--- src/rtl/race_pkg.sv ---
// race_pkg: shared encodings for the race game sequencer and the physics engine.
//   state_e  - 3-bit game state broadcast to physics engines and renderers
//   op_e     - player operation codes consumed by the physics engine
//   W_*      - winner codes reported by the sequencer
package race_pkg;

  typedef enum logic [2:0] {
    IDLE      = 3'd0,
    SETTING   = 3'd1,
    COUNTDOWN = 3'd3,
    RACING    = 3'd4,
    PAUSE     = 3'd5,
    FINISH    = 3'd6
  } state_e;

  typedef enum logic [2:0] {
    NIL      = 3'd0,
    FORWARD  = 3'd1,
    BACKWARD = 3'd2,
    LEFT     = 3'd3,
    RIGHT    = 3'd4
  } op_e;

  localparam logic [1:0] W_NONE = 2'b00;
  localparam logic [1:0] W_P1   = 2'b01;
  localparam logic [1:0] W_P2   = 2'b10;
  localparam logic [1:0] W_TIE  = 2'b11;

endpackage

--- src/rtl/race_state_controller_if.sv ---
// race_state_controller_if: button/lap pulses in, game status out.
//   master - the input side (debouncers, lap-line detectors)
//   slave  - the sequencer that consumes pulses and drives game status
interface race_state_controller_if;
  logic       start_pulse;
  logic       pause_pulse;
  logic       p1_lap;
  logic       p2_lap;
  logic [2:0] state;
  logic       physics_tick;
  logic [3:0] countdown_val;
  logic [3:0] p1_laps;
  logic [3:0] p2_laps;
  logic [1:0] winner;
  logic [9:0] race_time_s;

  modport master (
    output start_pulse, pause_pulse, p1_lap, p2_lap,
    input  state, physics_tick, countdown_val, p1_laps, p2_laps, winner, race_time_s
  );

  modport slave (
    input  start_pulse, pause_pulse, p1_lap, p2_lap,
    output state, physics_tick, countdown_val, p1_laps, p2_laps, winner, race_time_s
  );
endinterface

--- src/rtl/game_tick_divider.sv ---
// game_tick_divider: divides clk into game ticks.
//   clk, rst - clock, synchronous active-high reset
//   enable   - count while high
//   hold     - freeze the count (takes precedence over enable)
//   clear    - force the count to 0
//   tick     - one-cycle pulse on the cycle the count wraps TICK_DIV-1 -> 0
module game_tick_divider #(
  parameter int TICK_DIV = 4
) (
  input  logic clk,
  input  logic rst,
  input  logic enable,
  input  logic hold,
  input  logic clear,
  output logic tick
);

  localparam int W = (TICK_DIV > 1) ? $clog2(TICK_DIV) : 1;
  localparam logic [W-1:0] LAST = W'(TICK_DIV - 1);

  logic [W-1:0] cnt_q;
  logic         run;

  assign run  = enable && !hold && !clear;
  assign tick = run && (cnt_q == LAST);

  always_ff @(posedge clk) begin
    if (rst || clear) begin
      cnt_q <= '0;
    end else if (run) begin
      cnt_q <= (cnt_q == LAST) ? '0 : cnt_q + 1'b1;
    end
  end

endmodule

--- src/rtl/race_state_controller.sv ---
// race_state_controller: top-level game sequencer.
//   clk, rst - clock, synchronous active-high reset
//   bus      - slave side of race_state_controller_if:
//              start/pause/lap pulses in; state, physics_tick, countdown_val,
//              lap counts, winner and race_time_s out (all registered)
// Build option: define RACE_TIMEOUT_EN to end the race after TIMEOUT_SECS.
//
// state     | meaning
// ----------+-----------------------------------------------
// IDLE      | attract screen, waiting for start
// SETTING   | setup screen, start confirms and begins countdown
// COUNTDOWN | counting down seconds, all buttons ignored
// RACING    | physics running, laps and race time counting
// PAUSE     | everything frozen, pause resumes
// FINISH    | results shown, start returns to IDLE
// (code 2 and other undefined codes fall back to IDLE)
module race_state_controller
  import race_pkg::*;
#(
  parameter int TICK_DIV       = 4,
  parameter int TICKS_PER_SEC  = 5,
  parameter int COUNTDOWN_SECS = 3,
  parameter int LAPS_TO_WIN    = 3,
  parameter int TIMEOUT_SECS   = 600
) (
  input logic clk,
  input logic rst,
  race_state_controller_if.slave bus
);

  localparam int SW = (TICKS_PER_SEC > 1) ? $clog2(TICKS_PER_SEC) : 1;
  localparam logic [SW-1:0] SUB_LAST = SW'(TICKS_PER_SEC - 1);
  localparam logic [3:0]    LAPS_WIN = 4'(LAPS_TO_WIN);

  state_e        state_q;
  logic          phys_q;
  logic [3:0]    cd_q;
  logic [3:0]    p1_q;
  logic [3:0]    p2_q;
  logic [1:0]    win_q;
  logic [9:0]    rt_q;
  logic [SW-1:0] sub_q;

  logic          tick;
  logic          sec_evt;
  logic          div_en;
  logic          div_hold;
  logic          div_clr;
  logic [3:0]    p1_d;
  logic [3:0]    p2_d;
  logic [9:0]    rt_d;
  logic          p1_won;
  logic          p2_won;

  // PAUSE holds the divider; any state other than COUNTDOWN/RACING/PAUSE
  // clears it, which also guarantees a zero count on entry to COUNTDOWN.
  assign div_en   = (state_q == COUNTDOWN) || (state_q == RACING);
  assign div_hold = (state_q == PAUSE);
  assign div_clr  = !(div_en || div_hold);

  game_tick_divider #(.TICK_DIV(TICK_DIV)) u_div (
    .clk    (clk),
    .rst    (rst),
    .enable (div_en),
    .hold   (div_hold),
    .clear  (div_clr),
    .tick   (tick)
  );

  assign sec_evt = tick && (sub_q == SUB_LAST);

  // Lap/time next values; only committed while RACING.
  assign p1_d   = (bus.p1_lap && p1_q != 4'hF) ? p1_q + 4'd1 : p1_q;
  assign p2_d   = (bus.p2_lap && p2_q != 4'hF) ? p2_q + 4'd1 : p2_q;
  assign rt_d   = (sec_evt && rt_q != 10'h3FF) ? rt_q + 10'd1 : rt_q;
  assign p1_won = (p1_d >= LAPS_WIN);
  assign p2_won = (p2_d >= LAPS_WIN);

  always_ff @(posedge clk) begin
    if (rst) begin
      state_q <= IDLE;
      phys_q  <= 1'b0;
      cd_q    <= '0;
      p1_q    <= '0;
      p2_q    <= '0;
      win_q   <= W_NONE;
      rt_q    <= '0;
      sub_q   <= '0;
    end else begin
      phys_q <= tick && (state_q == RACING);

      if (div_clr) begin
        sub_q <= '0;
      end else if (tick) begin
        sub_q <= sec_evt ? '0 : sub_q + 1'b1;
      end

      case (state_q)
        IDLE: begin
          if (bus.start_pulse) state_q <= SETTING;
        end

        SETTING: begin
          if (bus.start_pulse) begin
            state_q <= COUNTDOWN;
            cd_q    <= 4'(COUNTDOWN_SECS);
            p1_q    <= '0;
            p2_q    <= '0;
            win_q   <= W_NONE;
            rt_q    <= '0;
          end
        end

        COUNTDOWN: begin
          if (sec_evt) begin
            if (cd_q == 4'd1) begin
              state_q <= RACING;
              cd_q    <= '0;
            end else begin
              cd_q <= cd_q - 4'd1;
            end
          end
        end

        RACING: begin
          p1_q <= p1_d;
          p2_q <= p2_d;
          rt_q <= rt_d;
          if (p1_won || p2_won) begin
            state_q <= FINISH;
            win_q   <= (p1_won && p2_won) ? W_TIE : (p1_won ? W_P1 : W_P2);
          end
`ifdef RACE_TIMEOUT_EN
          else if (rt_d >= 10'(TIMEOUT_SECS)) begin
            state_q <= FINISH;
            win_q   <= (p1_d > p2_d) ? W_P1 : ((p2_d > p1_d) ? W_P2 : W_TIE);
          end
`endif
          else if (bus.pause_pulse) begin
            state_q <= PAUSE;
          end
        end

        PAUSE: begin
          if (bus.pause_pulse) state_q <= RACING;
        end

        FINISH: begin
          if (bus.start_pulse) begin
            state_q <= IDLE;
            p1_q    <= '0;
            p2_q    <= '0;
            win_q   <= W_NONE;
            rt_q    <= '0;
          end
        end

        default: begin
          state_q <= IDLE;
          cd_q    <= '0;
          p1_q    <= '0;
          p2_q    <= '0;
          win_q   <= W_NONE;
          rt_q    <= '0;
        end
      endcase
    end
  end

  assign bus.state         = state_q;
  assign bus.physics_tick  = phys_q;
  assign bus.countdown_val = cd_q;
  assign bus.p1_laps       = p1_q;
  assign bus.p2_laps       = p2_q;
  assign bus.winner        = win_q;
  assign bus.race_time_s   = rt_q;

endmodule

--- src/flat_wrapper.sv ---
// flat-port wrapper written by rule: the top's interface ports become plain ports
module race_state_controller_flat import race_pkg::*;
#(
  parameter int TICK_DIV       = 4,
  parameter int TICKS_PER_SEC  = 5,
  parameter int COUNTDOWN_SECS = 3,
  parameter int LAPS_TO_WIN    = 3,
  parameter int TIMEOUT_SECS   = 600
)
  (clk, rst, bus_start_pulse, bus_pause_pulse, bus_p1_lap, bus_p2_lap, bus_state, bus_physics_tick, bus_countdown_val, bus_p1_laps, bus_p2_laps, bus_winner, bus_race_time_s);
  race_state_controller_if bus_i ();
  input logic clk;
  input logic rst;
  input wire logic [$bits(bus_i.start_pulse)-1:0] bus_start_pulse;
  input wire logic [$bits(bus_i.pause_pulse)-1:0] bus_pause_pulse;
  input wire logic [$bits(bus_i.p1_lap)-1:0] bus_p1_lap;
  input wire logic [$bits(bus_i.p2_lap)-1:0] bus_p2_lap;
  output wire logic [$bits(bus_i.state)-1:0] bus_state;
  output wire logic [$bits(bus_i.physics_tick)-1:0] bus_physics_tick;
  output wire logic [$bits(bus_i.countdown_val)-1:0] bus_countdown_val;
  output wire logic [$bits(bus_i.p1_laps)-1:0] bus_p1_laps;
  output wire logic [$bits(bus_i.p2_laps)-1:0] bus_p2_laps;
  output wire logic [$bits(bus_i.winner)-1:0] bus_winner;
  output wire logic [$bits(bus_i.race_time_s)-1:0] bus_race_time_s;
  assign bus_i.start_pulse = bus_start_pulse;
  assign bus_i.pause_pulse = bus_pause_pulse;
  assign bus_i.p1_lap = bus_p1_lap;
  assign bus_i.p2_lap = bus_p2_lap;
  assign bus_state = bus_i.state;
  assign bus_physics_tick = bus_i.physics_tick;
  assign bus_countdown_val = bus_i.countdown_val;
  assign bus_p1_laps = bus_i.p1_laps;
  assign bus_p2_laps = bus_i.p2_laps;
  assign bus_winner = bus_i.winner;
  assign bus_race_time_s = bus_i.race_time_s;
  race_state_controller #(.TICK_DIV(TICK_DIV), .TICKS_PER_SEC(TICKS_PER_SEC), .COUNTDOWN_SECS(COUNTDOWN_SECS), .LAPS_TO_WIN(LAPS_TO_WIN), .TIMEOUT_SECS(TIMEOUT_SECS)) u_core (.clk(clk), .rst(rst), .bus(bus_i));
endmodule
--- config.mk ---
export PLATFORM = sky130hd
export DESIGN_NAME = race_state_controller_flat
export DESIGN_NICKNAME = d
export VERILOG_FILES = /design/src/rtl/race_pkg.sv /design/src/rtl/race_state_controller_if.sv /design/src/rtl/game_tick_divider.sv /design/src/rtl/race_state_controller.sv /design/src/flat_wrapper.sv
export SDC_FILE = /design/constraint.sdc
export NUM_CORES = 1
export LEC_CHECK = 0
export ABC_CLOCK_PERIOD_IN_PS = 2500
export BUFFER_PORTS_ARGS = -buffer_cell sky130_fd_sc_hd__buf_2
export CAP_MARGIN = 20
export CORE_MARGIN = 2
export CORE_UTILIZATION = 40
export DETAILED_ROUTE_END_ITERATION = 6
export PLACE_DENSITY = 0.63
export SLEW_MARGIN = 20
export SYNTH_ARGS = -nofsm -noshare
export SYNTH_HDL_FRONTEND = slang
export SYNTH_SLANG_ARGS = --single-unit
export TNS_END_PERCENT = 50
--- constraint.sdc ---
create_clock -name clk -period 2.5 [get_ports clk]
set_input_delay 0.25 -clock clk [delete_from_list [all_inputs] [get_ports clk]]
set_output_delay 0.25 -clock clk [all_outputs]
set_load 0.005 [all_outputs]
# Yosys cells after proc, flatten, opt, wreduce, memory -nomap -nowiden

Cells that the tools add are included.

Muxes and demuxes: 28
Equality and inequality tests: 21
$add $sub $neg: 6
Reduce and logical (&&, ||, !) cells: 25
Bitwise gates (word level): 3
Magnitude comparators: 2

Operators with widths:

| kind                                                                                 | number |
|---|---|
| 4-bit case mux with 3 select lines                                                   | 3 |
| 10-bit case mux with 3 select lines                                                  | 1 |
| 3-bit two-way mux                                                                    | 9 |
| 4-bit two-way mux                                                                    | 6 |
| 10-bit two-way mux                                                                   | 2 |
| 3-bit case mux with 6 select lines                                                   | 1 |
| 2-bit != test (second input constant)                                                | 7 |
| 3-bit equality test (second input constant)                                          | 4 |
| 10-bit by 1-bit adder with 10-bit output (second input constant)                     | 1 |
| 2-bit two-way mux                                                                    | 5 |
| 10-bit != test (second input constant)                                               | 1 |
| 1-bit logical AND                                                                    | 9 |
| 3-bit AND reduction                                                                  | 3 |
| 4-bit by 1-bit adder with 4-bit output (second input constant)                       | 2 |
| 4-bit by 2-bit greater-or-equal comparator with 1-bit output (second input constant) | 2 |
| 4-bit != test (second input constant)                                                | 2 |
| 7-bit AND reduction                                                                  | 1 |
| 2-bit case mux with 3 select lines                                                   | 1 |
| 4-bit by 1-bit equality test with 1-bit output (second input constant)               | 1 |
| 1-bit logical OR                                                                     | 4 |
| 2-bit by 1-bit != test with 1-bit output (second input constant)                     | 2 |
| 2-bit OR reduction                                                                   | 2 |
| 4-bit OR reduction                                                                   | 1 |
| 4-bit by 1-bit subtractor with 4-bit output (second input constant)                  | 1 |
| 11 further kinds                                                                     | 14 |

Register bits: 33
Output and inout port bits: 28
Logic and storage cells: 94
Input port bits: 6

# Depth between registers and ports, before layout

Word-level depth: 9
Gate-level depth with buffers: 8
Mapped depth without buffers: 7

# Hierarchy

Synthesis repeated with hierarchy kept, for this count alone.

Cell total of the unflattened synthesis: 251
Area total of the unflattened synthesis: 2021.9 µm²

Modules (own cells, without submodules):

| module                | times used | cells each | area each (µm²) |
|---|---|---|---|
| race_state_controller | 1          | 241        | 1911.8 |
| game_tick_divider     | 1          | 10         | 110.1 |

# Least setup slack after synthesis

OpenSTA, ideal clock, no wires.

Path type: reg2reg
Start: register u_core.p1_q[0] (netlist: u_core.bus.p1_laps[0])
End: register u_core.state_q[0] (netlist: u_core.bus.state[0])
Required time: 2.405 ns
Path slack: 0.589 ns
Period minus slack after synthesis: 1.911 ns
Stages on the path, launching flop included: 7
Buffers on the path: 0
Data arrival time: 1.816 ns
Library setup time: 0.095 ns
Cells stage by stage: dfxtp_1 ha_1 nand2_1 a22o_1 a221o_1 or3_1 a221oi_1

Cells in the longest elaborated chain, start to end: 7

Ends and longest elaborated chain:

| what                                                                                              | line                         | source |
|---|---|---|
| from (decl)                                                                                       | race_state_controller.sv:38  | `logic [3:0] p1_q;` |
| from (signal assigned)                                                                            | race_state_controller.sv:126 | `p1_q <= p1_d;` |
| parallel branches: the longest is 2 deep, another holds 4-bit by 1-bit adder with 4-bit output    | -                            |  |
| 4-bit two-way mux (*)                                                                             | race_state_controller.sv:73  | `assign p1_d = (bus.p1_lap && p1_q != 4'hF) ? p1_q + 4'd1 : p1_q;` |
| 4-bit by 2-bit greater-or-equal comparator with 1-bit output (*)                                  | race_state_controller.sv:76  | `assign p1_won = (p1_d >= LAPS_WIN);` |
| 1-bit logical OR (*)                                                                              | race_state_controller.sv:129 | `if (p1_won \|\| p2_won) begin` |
| 3-bit != test (no source line) / 3-bit two-way mux (equally long branches)                        | -                            |  |
| 7-bit AND reduction (no source line) / 3-bit case mux with 6 select lines (equally long branches) | -                            |  |
| to (signal assigned)                                                                              | race_state_controller.sv:81  | `state_q <= IDLE;` |
| to (signal assigned)                                                                              | race_state_controller.sv:130 | `state_q <= FINISH;` |
| to (signal assigned)                                                                              | race_state_controller.sv:140 | `state_q <= PAUSE;` |
| to (decl)                                                                                         | race_state_controller.sv:35  | `state_e state_q;` |

Mark *: on every way between the ends.
A chain may end at the register's enable or synchronous reset.

# Final worst setup path

Start: register u_core.state_q[0] (netlist: u_core.bus.state[0])
End: register u_core.rt_q[5] (netlist: u_core.bus.race_time_s[5])

Cells in the longest elaborated chain, start to end: 9

Ends and longest elaborated chain:

| what                                                                   | line                                                     | source |
|---|---|---|
| from (signal assigned)                                                 | race_state_controller.sv:81                              |  |
| from (signal assigned)                                                 | race_state_controller.sv:100                             | `if (bus.start_pulse) state_q <= SETTING;` |
| from (signal assigned)                                                 | race_state_controller.sv:105                             | `state_q <= COUNTDOWN;` |
| 3-bit by 2-bit equality test with 1-bit output (tied with other cells) | race_state_controller.sv:57, race_state_controller.sv:98 |  |
| 1-bit logical OR / 1-bit logical NOT (equally long branches)           | race_state_controller.sv:57, game_tick_divider.sv:24     |  |
| 1-bit logical AND / 1-bit logical OR (equally long branches)           | game_tick_divider.sv:24, race_state_controller.sv:59     |  |
| 1-bit logical AND                                                      | game_tick_divider.sv:24                                  | `assign run = enable && !hold && !clear;` |
| 1-bit logical AND                                                      | game_tick_divider.sv:25                                  | `assign tick = run && (cnt_q == LAST);` |
| 1-bit logical AND                                                      | race_state_controller.sv:70                              | `assign sec_evt = tick && (sub_q == SUB_LAST);` |
| 1-bit logical AND                                                      | race_state_controller.sv:75                              | `assign rt_d = (sec_evt && rt_q != 10'h3FF) ? rt_q + 10'd1 : rt_q;` |
| 2-bit != test (no source line)                                         | -                                                        |  |
| 3-bit AND reduction (no source line)                                   | -                                                        |  |
| to (signal assigned)                                                   | race_state_controller.sv:128                             | `rt_q <= rt_d;` |
| to (decl)                                                              | race_state_controller.sv:41                              | `logic [9:0] rt_q;` |

Parallel ways exist; a longest one is shown, timed or not.

==> summary.md <==
| Metric | Value |
|---|---|
| Tcrit/Tclk final | `about nine tenths` |
| PD cells | `about 450 nW/µm²` |
| Post-DP HPWL | `roughly 3400 µm` |
| Yosys warning total | `0` |
| DIE AREA | `about 5700 µm²` |
| CTS root buffer | `clkbuf_8` |
| Status | `completed` |
| Fin Clk Skew | `about 0.0045 ns` |
| CP Max Fanout | `21` |
| Max frequency | `453 MHz` |
| Post-DRT Antenna Nets | `0` |
| Initial Util | `40.8%` |
| Pleak | `roughly 0.00090 µW` |
| Global-route wire length before repair | `around 8200 µm` |
| Top Metal Used | `met4` |
| GPL Wtd Cong | `0.883` |
| Synth Instances | `250` |
| Postcts setup bufs | `0` |
| Routed WL | `about 5000 µm` |
| Diodes inserted | `0` |
| Critical path's top delay family | `simple AND/OR/NAND/NOR gates` |
| Initial DRC count | `between 150 and 200` |
| P&R area growth vs syn | `14.9%` |
| Yosys cell types | `60` |
| WL met1 | `roughly 2500 µm` |
| Final core utilization | `roughly 47%` |
| Fin nets | `between 200 and 300` |
| Buffers added on ports | `33` |
| Crit-path cells | `nor3b_1 -> o21a_1 -> or2_1 -> or4_1 -> a21oi_1` |
| Seq pwr share | `51.2%` |
| Number of CTS-inserted buffers | `5` |
| Met3 wire len | `between 200 and 250 µm` |
| Die H | `around 75 µm` |
| Die width | `75.5 µm` |
| Simple-gate share of the synthesized area | `between 20% and 30%` |
| Compound-Gate Fraction of Synth Area | `27.8%` |
| Worst-margin pin slew | `0.723 ns` |
| Post-synthesis xor/xnor area fraction | `0%` |
| VDD IR-drop max | `between 200 and 250 µV` |
| Net Switching | `approximately 290 µW` |
| Crit path DAT | `about 2.4 ns` |
| Clk pwr share | `~37%` |
| CP Data Required Time | `2.73 ns` |
| Post-route minimum period | `~2.2 ns` |
| GR Util All Layers | `18.9%` |
| WP buf/inv | `0` |
| Largest net degree at the start of global routing | `23` |
| Max-slew violations | `0` |
| CTS sink cnt | `33` |
| Worst setup EP type | `flip-flop` |
| Multiplexer share of the synthesized area | `about 2.5%` |
| DR DRC count | `0` |
| Adder-cell share of the synthesized area | `4.90%` |
| Per-cell routed wire length | `approximately 14 µm` |
| H-Tree Depth | `2` |
| Main synth FF type | `dfxtp_1` |
| CP Class | `reg2reg` |
| Post-Layout Inst Area | `between 2000 and 2500 µm²` |
| CP max stage cell | `dfxtp_1` |
| Ratio of cells with drive above 1 in the final layout | `roughly 20%` |
| Io pins | `34` |
| Clk_lat worst skew | `0.29 ns` |
| Syn_nets | `approximately 260` |
| Std-Cell Rows | `26` |
| #FFs+latches synth | `33` |
| Max Buffers Root-to-Sink | `2` |
| Post-CTS resize count | `0` |
| Clk slew on worst S/H paths | `about 0.070 ns` |
| Worst stage delay on the critical path | `about 0.56 ns` |
| Post-Syn Area per Cell | `8.18 µm²` |
| Max-cap violations | `0` |
| CTS tree | `built` |
| Area after DPL | `2270 µm²` |
| Syn Std Cell Area | `2040 µm²` |
| Seq/Total Area, Yosys | `around 32%` |
| Vias per cell | `5.68` |
| Crit start category | `flip-flop` |
| Hold/Removal Path Class | `in2reg` |
| Hold WS | `about 0.29 ns` |
| TritonRoute pass-1 iters | `4` |
| Logic pwr share | `between 10% and 20%` |
| Sum Neg Setup Slack | `0 ns` |
| EDFF count, synth | `0` |
| Core Footprint | `approximately 5000 µm²` |
| Initial antenna violation count | `0` |
| WL met2 | `~2200 µm` |
| Vias in the first global route | `roughly 1,700` |
| Asr flop ratio synth | `0%` |
| Internal Power | `771 µW` |
| Grt ovf | `0` |
| Largest family of logic cells by synthesized area | `compound AO/OA/AOI/OAI gates` |
| Sw Ratio | `27.4%` |
| DR vias | `between 2,000 and 2,500` |
| Hold_buf cts | `0` |
| Final setup fails | `0` |
| Unrepaired setup endpoints after global routing | `no` |
| Rel. slew slack | `about half` |
| Final Hold Viols | `0` |
[registers in the layout, summed over array words and instances, names as in the netlist]
signal,count
u_core.bus.physics_tick,1
u_core.bus.countdown_val,4
u_core.bus.winner,2
u_core.bus.race_time_s,10
u_core.bus.p2_laps,4
u_core.u_div.cnt_q,2
u_core.sub_q,3
u_core.bus.state,3
u_core.bus.p1_laps,4
[kinds of logic after synthesis]
logic type,count (synthesis)
and+or+nand+nor,97
AOI/OAI and AO/OA,83
DFF,33
buffers and inverters,24
adders and majority gates,8
muxes,5
[synth_stat cells, drive strengths merged, types with 2 or more instances]
library cell / number / area [µm²]
a211oi: 3 / 40.0
inv: 12 / 45.0
o22ai: 3 / 18.8
a21oi: 27 / 135
or3: 2 / 12.5
mux2i: 4 / 40.0
or3b: 4 / 35.0
nor2: 20 / 75.1
a31oi: 5 / 31.3
buf: 8 / 52.5
o21a: 4 / 30.0
o31ai: 3 / 22.5
and3: 3 / 18.8
or4b: 3 / 30.0
nor3: 5 / 25.0
a211o: 2 / 17.5
nand4b: 4 / 35.0
nor3b: 2 / 15.0
ha: 8 / 100
clkbuf: 4 / 15.0
nand3: 11 / 55.1
nor2b: 6 / 37.5
o21ai: 15 / 75.1
nand2b: 6 / 37.5
nor4: 3 / 25.0
o41ai: 2 / 17.5
nand4: 6 / 37.5
dfxtp: 33 / 661
o31a: 2 / 17.5
a32o: 2 / 20.0
nand2: 16 / 60.1
nand3b: 2 / 18.8
[worst reg2reg max path, cell delays in order, from the launching register on]
cell and delay (ns):
dfxtp_1 0.56, nor3b_1 0.13, o21a_1 0.24, or2_1 0.50, or4_1 0.57, a21oi_1 0.14
[worst paths after layout]
check / start / endpoint / slack, ns / cells after the start
worst max-delay path: u_core.bus.state[0] / u_core.bus.race_time_s[5] / 0.29 / 5
worst min-delay path: bus_p2_lap / u_core.bus.p2_laps[1] / 0.29 / 3
worst max register to register: u_core.bus.state[0] / u_core.bus.race_time_s[5] / 0.29 / 5
worst min register to register: u_core.bus.race_time_s[6] / u_core.bus.race_time_s[6] / 0.49 / 2
[final cells by class]
type / instances / area (µm²)
inverter: 12 / 45.0
clock buffer: 6 / 72.6
multi-input combinational: 193 / 1270
sequential: 33 / 661
timing repair buffer: 38 / 203
tap: 70 / 87.6
clock inverter: 2 / 10.0
fill: 537 / 2660
[layout by cell type (no fill, tap or decap), types with 2 or more instances in the layout]
cell type  count
nor4_1         2
nand2_1       16
dfxtp_1       33
buf_2         33
and3_1         3
o41ai_1        2
nor2_1        20
o21ai_0       15
nor2b_1        6
or3b_2         3
a31oi_1        5
inv_1         12
nand3_1       11
ha_1           8
buf_4          5
nand4_1        6
clkinv_2       2
nand2b_1       6
o31ai_1        3
o22ai_1        3
nand4b_1       4
or3_1          2
nor3b_1        2
a21oi_1       27
a32o_1         2
clkbuf_8       5
o31a_1         2
o21a_1         4
or4b_1         3
nor3_1         5
mux2i_1        4
a211o_1        2
[power groups by stage]
| stage | clock network, µW | registers [µW] | logic [µW] |
|---|---|---|---|
| global placement | 0 | 555 | 119 |
| CTS | 412 | 544 | 120 |
| global route | 436 | 545 | 137 |
| detailed placement | 0 | 556 | 119 |
| finish | 397 | 544 | 121 |
| floorplan | 0 | 552 | 93.9 |
[layer usage]
layer | up-vias | track usage (%)
met4 | 0 | 7.21
met2 | 53 | 28.0
met3 | 6 | 5.16
li1 | 1000 | -
met5 | - | 0
met1 | 951 | 26.3
[per-stage QoR]
step / setup WS, ns / std cells / total power, µW
after floorplan: 0.589 / 250 / 646
after global placement: 0.402 / 346 / 674
after detailed placement: 0.335 / 346 / 675
after CTS: 0.319 / 354 / 1080
after global routing: 0.162 / 354 / 1120
final: 0.293 / 354 / 1060
Power figures use the tool's default switching activity.
